`config.mk`:
```
export PLATFORM = sky130hd
export DESIGN_NAME = bus_select_arbiter
export DESIGN_NICKNAME = d
export VERILOG_FILES = /design/src/rtl/nicnac_bus_pkg.sv /design/src/rtl/rr_priority_pick.sv /design/src/rtl/bus_select_arbiter.sv
export SDC_FILE = /design/constraint.sdc
export NUM_CORES = 1
export LEC_CHECK = 0
export ABC_AREA = 0
export CAP_MARGIN = 30
export CELL_PAD_IN_SITES_DETAIL_PLACEMENT = 1
export CELL_PAD_IN_SITES_GLOBAL_PLACEMENT = 2
export CORE_UTILIZATION = 18
export CTS_CLUSTER_DIAMETER = 200
export DETAILED_ROUTE_END_ITERATION = 10
export GPL_TIMING_DRIVEN = 0
export PLACE_DENSITY = 0.78
export RECOVER_POWER = 25
export SLEW_MARGIN = 20
export SYNTH_ARGS = -nofsm -noshare
export SYNTH_HDL_FRONTEND = slang
export SYNTH_SLANG_ARGS = --single-unit
```
`constraint.sdc`:
```
create_clock -name CLK -period 1.8 [get_ports CLK]
set_clock_uncertainty 0.05 [all_clocks]
set_input_delay 0.36 -clock CLK [delete_from_list [all_inputs] [get_ports CLK]]
set_output_delay 0.36 -clock CLK [all_outputs]
set_load 0.02 [all_outputs]
```
`src/rtl/nicnac_bus_pkg.sv`:
```
// Shared constants and helpers for the NICNAC16 bus selector.
// Arbitration mode encodings and a conflict detector.
package nicnac_bus_pkg;

  localparam int MODE_PRIORITY = 0;
  localparam int MODE_RR       = 1;
  localparam int MAX_N         = 16;

  // True when two or more bits are set: clearing the lowest set bit leaves
  // something behind.
  function automatic logic popcount_gt1(input logic [MAX_N-1:0] v);
    return (v & (v - MAX_N'(1))) != '0;
  endfunction

endpackage

```
`src/rtl/rr_priority_pick.sv`:
```
// Rotating first-set-bit picker: scans req starting at start with wrap.
// Returns a one-hot grant and the matching binary index.
module rr_priority_pick #(
  parameter int N  = 4,
  parameter int IW = (N > 1) ? $clog2(N) : 1
) (
  input  logic [N-1:0]  req,
  input  logic [IW-1:0] start,
  output logic [N-1:0]  gnt,
  output logic [IW-1:0] idx
);

  logic found;
  int   j;

  always_comb begin
    gnt   = '0;
    idx   = '0;
    found = 1'b0;
    j     = 0;
    for (int k = 0; k < N; k++) begin
      j = (int'(start) + k) % N;
      if (!found && req[j]) begin
        found  = 1'b1;
        gnt[j] = 1'b1;
        idx    = IW'(j);
      end
    end
  end

endmodule

```
`src/rtl/bus_select_arbiter.sv`:
```
// Registered N-source bus selector with priority or round-robin pick.
// Holds the last bus value and flags multi-select conflicts.
module bus_select_arbiter
  import nicnac_bus_pkg::*;
#(
  parameter int WIDTH = 16,
  parameter int N     = 4,
  parameter int MODE  = 0
) (
  input  logic             CLK,
  input  logic             RST_N,
  input  logic [N*WIDTH-1:0] DIN,
  input  logic [N-1:0]     SEL,
  input  logic             CLR_ERR,
  output logic [WIDTH-1:0] OUT,
  output logic             OUT_VALID,
  output logic [N-1:0]     GRANT,
  output logic             CONFLICT,
  output logic             CONFLICT_STICKY
);

  localparam int IW = (N > 1) ? $clog2(N) : 1;

  logic [IW-1:0]    ptr_q, ptr_d;
  logic [IW-1:0]    start;
  logic [IW-1:0]    pick_idx;
  logic [N-1:0]     pick_gnt;
  logic [WIDTH-1:0] bus;
  logic [WIDTH-1:0] out_q;
  logic             valid_q;
  logic [N-1:0]     grant_q;
  logic             conf_q;
  logic             sticky_q;
  logic [MAX_N-1:0] sel16;
  logic             any_sel;
  logic             conf_now;

  // Search begins one past the last winner; fixed priority always starts at 0.
  always_comb begin
    start = '0;
    if (MODE == MODE_RR && N > 1) begin
      start = (ptr_q == IW'(N - 1)) ? '0 : ptr_q + IW'(1);
    end
  end

  rr_priority_pick #(
    .N  (N),
    .IW (IW)
  ) u_pick (
    .req   (SEL),
    .start (start),
    .gnt   (pick_gnt),
    .idx   (pick_idx)
  );

  always_comb begin
    bus = '0;
    for (int i = 0; i < N; i++) begin
      bus = bus | ({WIDTH{pick_gnt[i]}} & DIN[i*WIDTH +: WIDTH]);
    end
  end

  always_comb begin
    sel16        = '0;
    sel16[N-1:0] = SEL;
  end

  assign any_sel  = |SEL;
  assign conf_now = popcount_gt1(sel16);
  assign ptr_d    = (any_sel && N > 1) ? pick_idx : ptr_q;

  always_ff @(posedge CLK) begin
    if (!RST_N) begin
      out_q    <= '0;
      valid_q  <= 1'b0;
      grant_q  <= '0;
      conf_q   <= 1'b0;
      sticky_q <= 1'b0;
      ptr_q    <= IW'(N - 1);
    end else begin
      if (any_sel) begin
        out_q <= bus;
      end
      valid_q  <= any_sel;
      grant_q  <= pick_gnt;
      conf_q   <= conf_now;
      sticky_q <= (sticky_q & ~CLR_ERR) | conf_now;
      ptr_q    <= ptr_d;
    end
  end

  assign OUT             = out_q;
  assign OUT_VALID       = valid_q;
  assign GRANT           = grant_q;
  assign CONFLICT        = conf_q;
  assign CONFLICT_STICKY = sticky_q;

endmodule

```
After elaboration in Yosys (flattened, before gate mapping)
Index checks and enable logic that the tools add are counted.

word-level totals
  bits in registers = 23

operators by class
  $add $sub $neg = 1
  muxes and demuxes = 7
  bitwise logic cells = 11
  reductions and logical operators = 8

operators by type and width
  operator               number
  $and A16 B16 Y16       4
  $or A16 B16 Y16        3
  $and A4 B16 Y16        1
  $reduce_bool A16 Y1    1
  $sub A4 B1 Y5 const B  1
  $mux W1                4
  $mux W4                1
  $reduce_or A4 Y1       1
  $logic_and A1 B1 Y1    3
  $logic_not A1 Y1       3
  $mux W3                1
  $mux W2                1
  $and A1 B1 Y1          1
  $not A1 Y1             1
  $or A1 B1 Y1           1

Logic depth before layout (Yosys ltp)
Gate-level depths: netlist of the first run.

  word-level depth = 14
  depth in mapped cells = 5
  mapped depth without buffers = 3

By module
Synthesis of the first run repeated with hierarchy kept, for this count alone.

unflattened totals
  cells, all modules = 179
  area total of the unflattened synthesis = 1544.0 sq um

by module, submodules not included
  module              instances  cells an instance  area an instance (sq um)  seq. area each (sq um)
  bus_select_arbiter  1          114                1054.8                    460.4
  rr_priority_pick    1          65                 489.2                     0.0

Worst setup path after synthesis of the first run
Ideal clock, no wire load.

  path kind = input to register
  from = input port SEL[1]
  to = register out_q[0] (netlist: OUT[0])
  arrival time = 1.349 ns
  required time = 1.630 ns
  setup slack = 0.282 ns
  cell stages on the path = 5
  cells stage by stage = or4_4 -> buf_6 -> buf_12 -> o2111ai_2 -> a21oi_2

on the way
  word-level cells in the longest chain between the ends = 10
  elaborated cells between the ends (all ways) = 17

RTL lines
  element                 RTL line                  source
  start: declaration      bus_select_arbiter.sv:13  input logic [N-1:0] SEL,
  $logic_and A1 B1 Y1     rr_priority_pick.sv:23    if (!found && req[j]) begin
  $mux W1                 rr_priority_pick.sv:23
  $logic_not A1 Y1        rr_priority_pick.sv:23
  $logic_and A1 B1 Y1     rr_priority_pick.sv:23
  $mux W1                 rr_priority_pick.sv:23
  $logic_not A1 Y1        rr_priority_pick.sv:23
  $logic_and A1 B1 Y1     rr_priority_pick.sv:23
  $mux W4                 rr_priority_pick.sv:23
  $and A16 B16 Y16        bus_select_arbiter.sv:59  bus = bus | ({WIDTH{pick_gnt[i]}} & DIN[i*WIDTH +: WIDTH]);
  $or A16 B16 Y16         bus_select_arbiter.sv:59
  end signal: assignment  bus_select_arbiter.sv:82  out_q <= bus;
  end: declaration        bus_select_arbiter.sv:29  logic [WIDTH-1:0] out_q;

Parallel ways exist; a longest one is shown, timed or not.
A chain may end at the register's enable or synchronous reset.

Worst setup path in the final report of the first run
  from = input port SEL[1]
  to = register out_q[9] (netlist: OUT[9])

Same word-level chain as after synthesis.

==> results of run 1 <==
state kept, by name (all words and copies together), names as in the netlist:
signal / flops
OUT: 16
OUT_VALID: 1
CONFLICT_STICKY: 1
GRANT: 4
CONFLICT: 1
cell families after synthesis:
family | count (synthesis)
and+or+nand+nor | 43
buffers and inverters | 17
AOI/OAI and AO/OA | 52
DFF | 23
final timing paths:
path | slack (ns) | end | cells after the start
setup / recovery | 0.04 | OUT[9] | 6
hold / removal | 0.47 | CONFLICT_STICKY | 1
setup reg to reg | 1.04 | OUT[2] | 2
hold reg to reg | 0.47 | CONFLICT_STICKY | 1
cell usage in the layout, fill, tap and decap left out, types with 6 or more instances in the layout:
master	n
nand2b_1	16
a21oi_1	8
clkbuf_1	6
a21oi_2	9
o2111ai_1	6
clkdlybuf4s50_1	84
o22ai_1	15
dfxtp_1	23
o2111ai_2	9
or3b_2	15
dlygate4sd3_1	7
power by group through the flow:
| stage | Sequential, uW | Clock [uW] | Combinational, uW |
|---|---|---|---|
| 2_1_floorplan | 626 | 0 | 145 |
| 6_report | 567 | 340 | 458 |
| 5_1_grt | 571 | 369 | 491 |
| 3_5_place_dp | 580 | 0 | 466 |
| 4_1_cts | 568 | 347 | 469 |
| 3_3_place_gp | 578 | 0 | 463 |
layout make-up:
cell class / instances / area (sq um) / area share [%]
repair buffers: 93 / 928 / 38.8
multi-input cells: 95 / 747 / 31.2
flip-flops and latches: 23 / 460 / 19.2
well taps: 96 / 120 / 5.02
plain buffers: 12 / 76.3 / 3.19
clock buffers: 4 / 45.0 / 1.88
inverters: 4 / 16.3 / 0.680
stage by stage:
step / total power [uW] / utilization, %
after floorplan: 770 / -
after global placement: 1040 / 34.1
after detailed placement: 1050 / 34.1
after CTS: 1380 / 34.8
after global routing: 1430 / 34.8
final: 1370 / 34.8
what timing repair did:
action                     in CTS  in global routing
setup buffers                   0                  0
hold buffers                    0                  0
setup endpoints to repair      21                  7
resized for setup               6                  2
routing by layer:
metal	up-vias	part of all wire [%]	track usage [%]
li1	706	-	-
met1	694	42	17.0
met2	44	51	26.0
met3	5	5.4	2.19
met4	0	1.1	4.09
met5	-	0	0
==> run_results.csv, run 1 <==
group,metric,value,unit
place,place.port_buffers,93,
yosys,synth_compound_area_share,34.2,%
layout,fin_nets,303,
timing,setup_viol,0,
timing,hold_viol,0,
layout,drive_gt1_share,19.9,%
timing,fin_crit_sh,97.8,%
critical_path,crit_buf_inv,3,
place,dp_hpwl,3960,um
place,place.gp.congestion,0.678,
timing,finalSetupTns,0,ns
pwr,clockPowerShare,24.9,%
layout,fin_area,2390,sq um
yosys,synth_top_area_share,35.6,%
yosys,ys_seq_area_share,35.6,%
critical_path,worstPathCellList,"clkdlybuf4s50_1 -> or4_4 -> buf_6 -> buf_12 -> o2111ai_2 -> a21oi_2",
critical_path,worst-endpoint-arrival,1.87,ns
pwr,switchingPower,393,uW
layout,layout.cells.non_filler,327,
clock_tree,cts-htree-levels,1,
pwr,comb_power_share,33.6,%
critical_path,cpPeakStageDelay,0.54,ns
critical_path,startpoint_type,"primary input",
timing,clock.fmax,568,MHz
yosys,ys_dominant_reg_cell,"dfxtp_1",
pwr,leakage,0.000847,uW
clock_tree,cts_tree,"built",
route,postRouteAntennaNets,0,
critical_path,cp_data_required_time,1.91,ns
timing,slew_violations,0,
pwr,irDropWorstVdd,0.227,mV
yosys,synth.avg_cell_area,9.57,sq um
yosys,synth_xor_area_share,0,%
route,drt_iter0_drc,55,
grt,grt_max_degree,18,
critical_path,rr_startpoint,"OUT[2]",
floorplanning,die_y,86.7,um
yosys,yosysTopAreaCell,"dfxtp_1",
floorplanning,row_count,30,
yosys,netlist_instances,135,
timing,fin_crit,1.76,ns
critical_path,cp_max_fo,10,
grt,first_global_vias,1541,
yosys,synthAdderAreaFrac,0,%
critical_path,end_kind,"register",
clock_tree,path_clk_slew,0.09,ns
floorplanning,die_x,86.7,um
yosys,synth.most_common_cell,"dfxtp_1",
yosys,synth_edf_count,0,
critical_path,criticalPathCategory,"primary input to register",
outcome,outcome,"finished clean",
yosys,netlist_top_cells_count,"dfxtp_1, nand2b_1, o22ai_1, or3b_2",
grt,grt_first_pass_wirelength,7970,um
yosys,ys_seq_elements,23,
route,vias,1449,
yosys,muxShareOfSynthArea,0,%
pwr,p_int,973,uW
layout,n_antenna_cell,0,
clock_tree,root_buffer,"clkbuf_8",
route,viasPerCell,4.43,
pwr,p_sw_share,28.8,%
yosys,synth_cell_type_count,29,
critical_path,slowest_stage,"or4_4",
layout,synthToLayoutAreaGrowth,85.2,%
pwr,power_density,570,nW/um^2
yosys,syn_nets,206,
yosys,synth_warnings,0,
critical_path,critical_path.top_delay_family,"buffers and inverters",
grt,antenna_found_initial,0,
place,dpl.cell_count,324,
floorplanning,io_pins,94,
grt,grtUsageTotal,14.2,%
yosys,synthTopCellsByArea,"dfxtp_1, o2111ai_2, or3b_2, nand2b_1, o22ai_1",
critical_path,startpoint,"SEL[1]",
clock_tree,clkLatencyLatePin,0.27,ns
yosys,synth_async_sr_flop_share,0,%
yosys,syn_area,1290,sq um
worst_hold_path,worstHoldStart,"CONFLICT_STICKY",
floorplanning,dieArea,7520,sq um
route,routed_wl,5220,um
grt,grt-ovfl-total,0,
layout,n_fill_cell,802,
pwr,pwr-share-seq,41.5,%
route,first_pass_iters,4,
timing,hold_slack,0.466,ns
yosys,synth_top_family_by_area,"compound AO/OA/AOI/OAI gates",
timing,tightest_slew,0.624,ns
clock_tree,clockBufferDepth,2,
floorplanning,core,6870,sq um
timing,worst_slack,0.0388,ns
clock_tree,cts_made_buffers,3,
route,drcViolationCount,0,
clock_tree,clock_sinks,23,
yosys,synthSimpleGateAreaFrac,23.0,%
route,wl_per_cell,15.9,um
timing,slew_headroom,58.4,%
floorplanning,initial_core_util,18.8,%
worst_hold_path,hold_path.class,"register to register",
place,placed_area,2340,sq um
timing,rsz0062_at_grt,"no",
flow_run,max-cap-violations,0,
place,dp_slack,-0.667,ns
Power figures use the tool's default switching activity.
==> run 2: changes to the inputs <==
- ABC_CLOCK_PERIOD_IN_PS: not set -> 1800
- CORE_UTILIZATION: 18 -> 32
- DONT_BUFFER_PORTS: not set -> 1
- PLACE_DENSITY: 0.78 -> 0.74
==> run_results.csv, run 2 (synthesized netlist as in run 1, its figures left out) <==
group,metric,value,unit
layout,final_common_cell,"dfxtp_1",
critical_path,worst-endpoint-arrival,1.57,ns
layout,n_antenna_cell,0,
clock_tree,clockBufferDepth,2,
layout,largest_reg_flops,16,
clock_tree,path_clk_slew,0.08,ns
critical_path,criticalPathCategory,"primary input to register",
layout,synthToLayoutAreaGrowth,8.23,%
route,postRouteAntennaNets,0,
route,first_pass_iters,4,
floorplanning,die_x,65.6,um
timing,clock.fmax,681,MHz
critical_path,end_kind,"register",
worst_hold_path,hold_path.class,"primary input to register",
floorplanning,initial_core_util,34.3,%
timing,tightest_slew,0.656,ns
grt,grtUsageTotal,19.6,%
grt,grt_first_pass_wirelength,6050,um
critical_path,worstPathCellList,"buf_1 -> nor2_1 -> buf_4 -> a21oi_2",
timing,slew_headroom,56.2,%
flow_run,max-cap-violations,0,
route,wl_per_cell,22.0,um
floorplanning,io_pins,94,
route,routed_wl,4110,um
layout,final_util,37.1,%
timing,slew_violations,0,
timing,finalSetupTns,0,ns
floorplanning,dieArea,4300,sq um
grt,grt-ovfl-total,0,
layout,drive_gt1_share,30.9,%
timing,hold_viol,0,
clock_tree,root_buffer,"clkbuf_8",
grt,grt_max_degree,14,
layout,layout.cells.non_filler,187,
critical_path,startpoint_type,"primary input",
clock_tree,clock_sinks,23,
clock_tree,cts-htree-levels,1,
route,drcViolationCount,0,
critical_path,slowest_stage,"nor2_1",
critical_path,cp_data_required_time,1.90,ns
place,dpl.cell_count,183,
place,dp_hpwl,2960,um
layout,fin_nets,211,
route,vias,1133,
place,place.port_buffers,0,
timing,rsz0062_at_grt,"no",
route,viasPerCell,6.06,
clock_tree,clkLatencyLatePin,0.26,ns
critical_path,cp_max_fo,10,
timing,fin_crit_sh,81.5,%
floorplanning,row_count,22,
pwr,leakage,0.000467,uW
clock_tree,post_cts_resize_count,0,
grt,first_global_vias,1230,
critical_path,crit_buf_inv,2,
outcome,outcome,"finished clean",
grt,antenna_found_initial,0,
clock_tree,cts_made_buffers,3,
timing,setup_viol,0,
timing,hold_slack,0.212,ns
place,place.gp.congestion,0.690,
critical_path,critical_path.top_delay_family,"buffers and inverters",
clock_tree,hold_buffers,0,
pwr,power_density,810,nW/um^2
route,drt_iter0_drc,19,
timing,fin_crit,1.47,ns
layout,final_cell_mix,"dfxtp_1, nand2b_1, o22ai_1, or3b_2",
floorplanning,core,3770,sq um
critical_path,reg2reg_setup_slack,0.87,ns
pwr,irDropWorstVdd,0.233,mV
clock_tree,post-cts-setup-buffers,0,
clock_tree,cts_tree,"built",
floorplanning,die_y,65.6,um
critical_path,cpPeakStageDelay,0.56,ns
## run 2: per-layer routing
metal,global-route usage [%],routed length (um),part of all wire [%],vias to the layer above
met3,3.99,325,7.9,4
met1,19.6,1500,37,531
li1,-,-,-,525
met2,39.7,2240,55,73
met5,0,0,0,-
met4,5.71,39,0.95,0
## run 2: worst paths after layout
kind,endpoint,depth (start not counted),startpoint
setup / recovery,OUT[11],4,SEL[0]
hold / removal,CONFLICT_STICKY,1,RST_N
hold reg to reg,CONFLICT_STICKY,1,CONFLICT_STICKY
setup reg to reg,OUT[14],2,OUT[14]
## run 2: metrics by stage
| stage | setup WS (ns) | area [sq um] | power, uW |
|---|---|---|---|
| detailed placement | -0.00622 | 1350 | 818 |
| floorplan | 0.282 | 1290 | 770 |
| global route | 0.279 | 1400 | 1200 |
| finish | 0.332 | 1400 | 1130 |
| global placement | 0.00214 | 1350 | 807 |
| CTS | 0.297 | 1400 | 1160 |
## run 2: area by class of cell
class	instances	area, sq um
multi-input cells	95	739
fillers	439	2370
flip-flops and latches	23	460
well taps	48	60.1
clock buffers	3	41.3
clock inverters	1	5.00
plain buffers	13	77.6
inverters	4	15.0
## run 2: where the power goes
| group | total, uW | internal [uW] | leakage (uW) | switching [uW] |
|---|---|---|---|---|
| registers | 621 | 547 | 0.000192 | 73.5 |
| clock network | 329 | 155 | 0.0000255 | 174 |
| logic | 183 | 80.3 | 0.000250 | 103 |
| total | 1130 | 782 | 0.000467 | 350 |
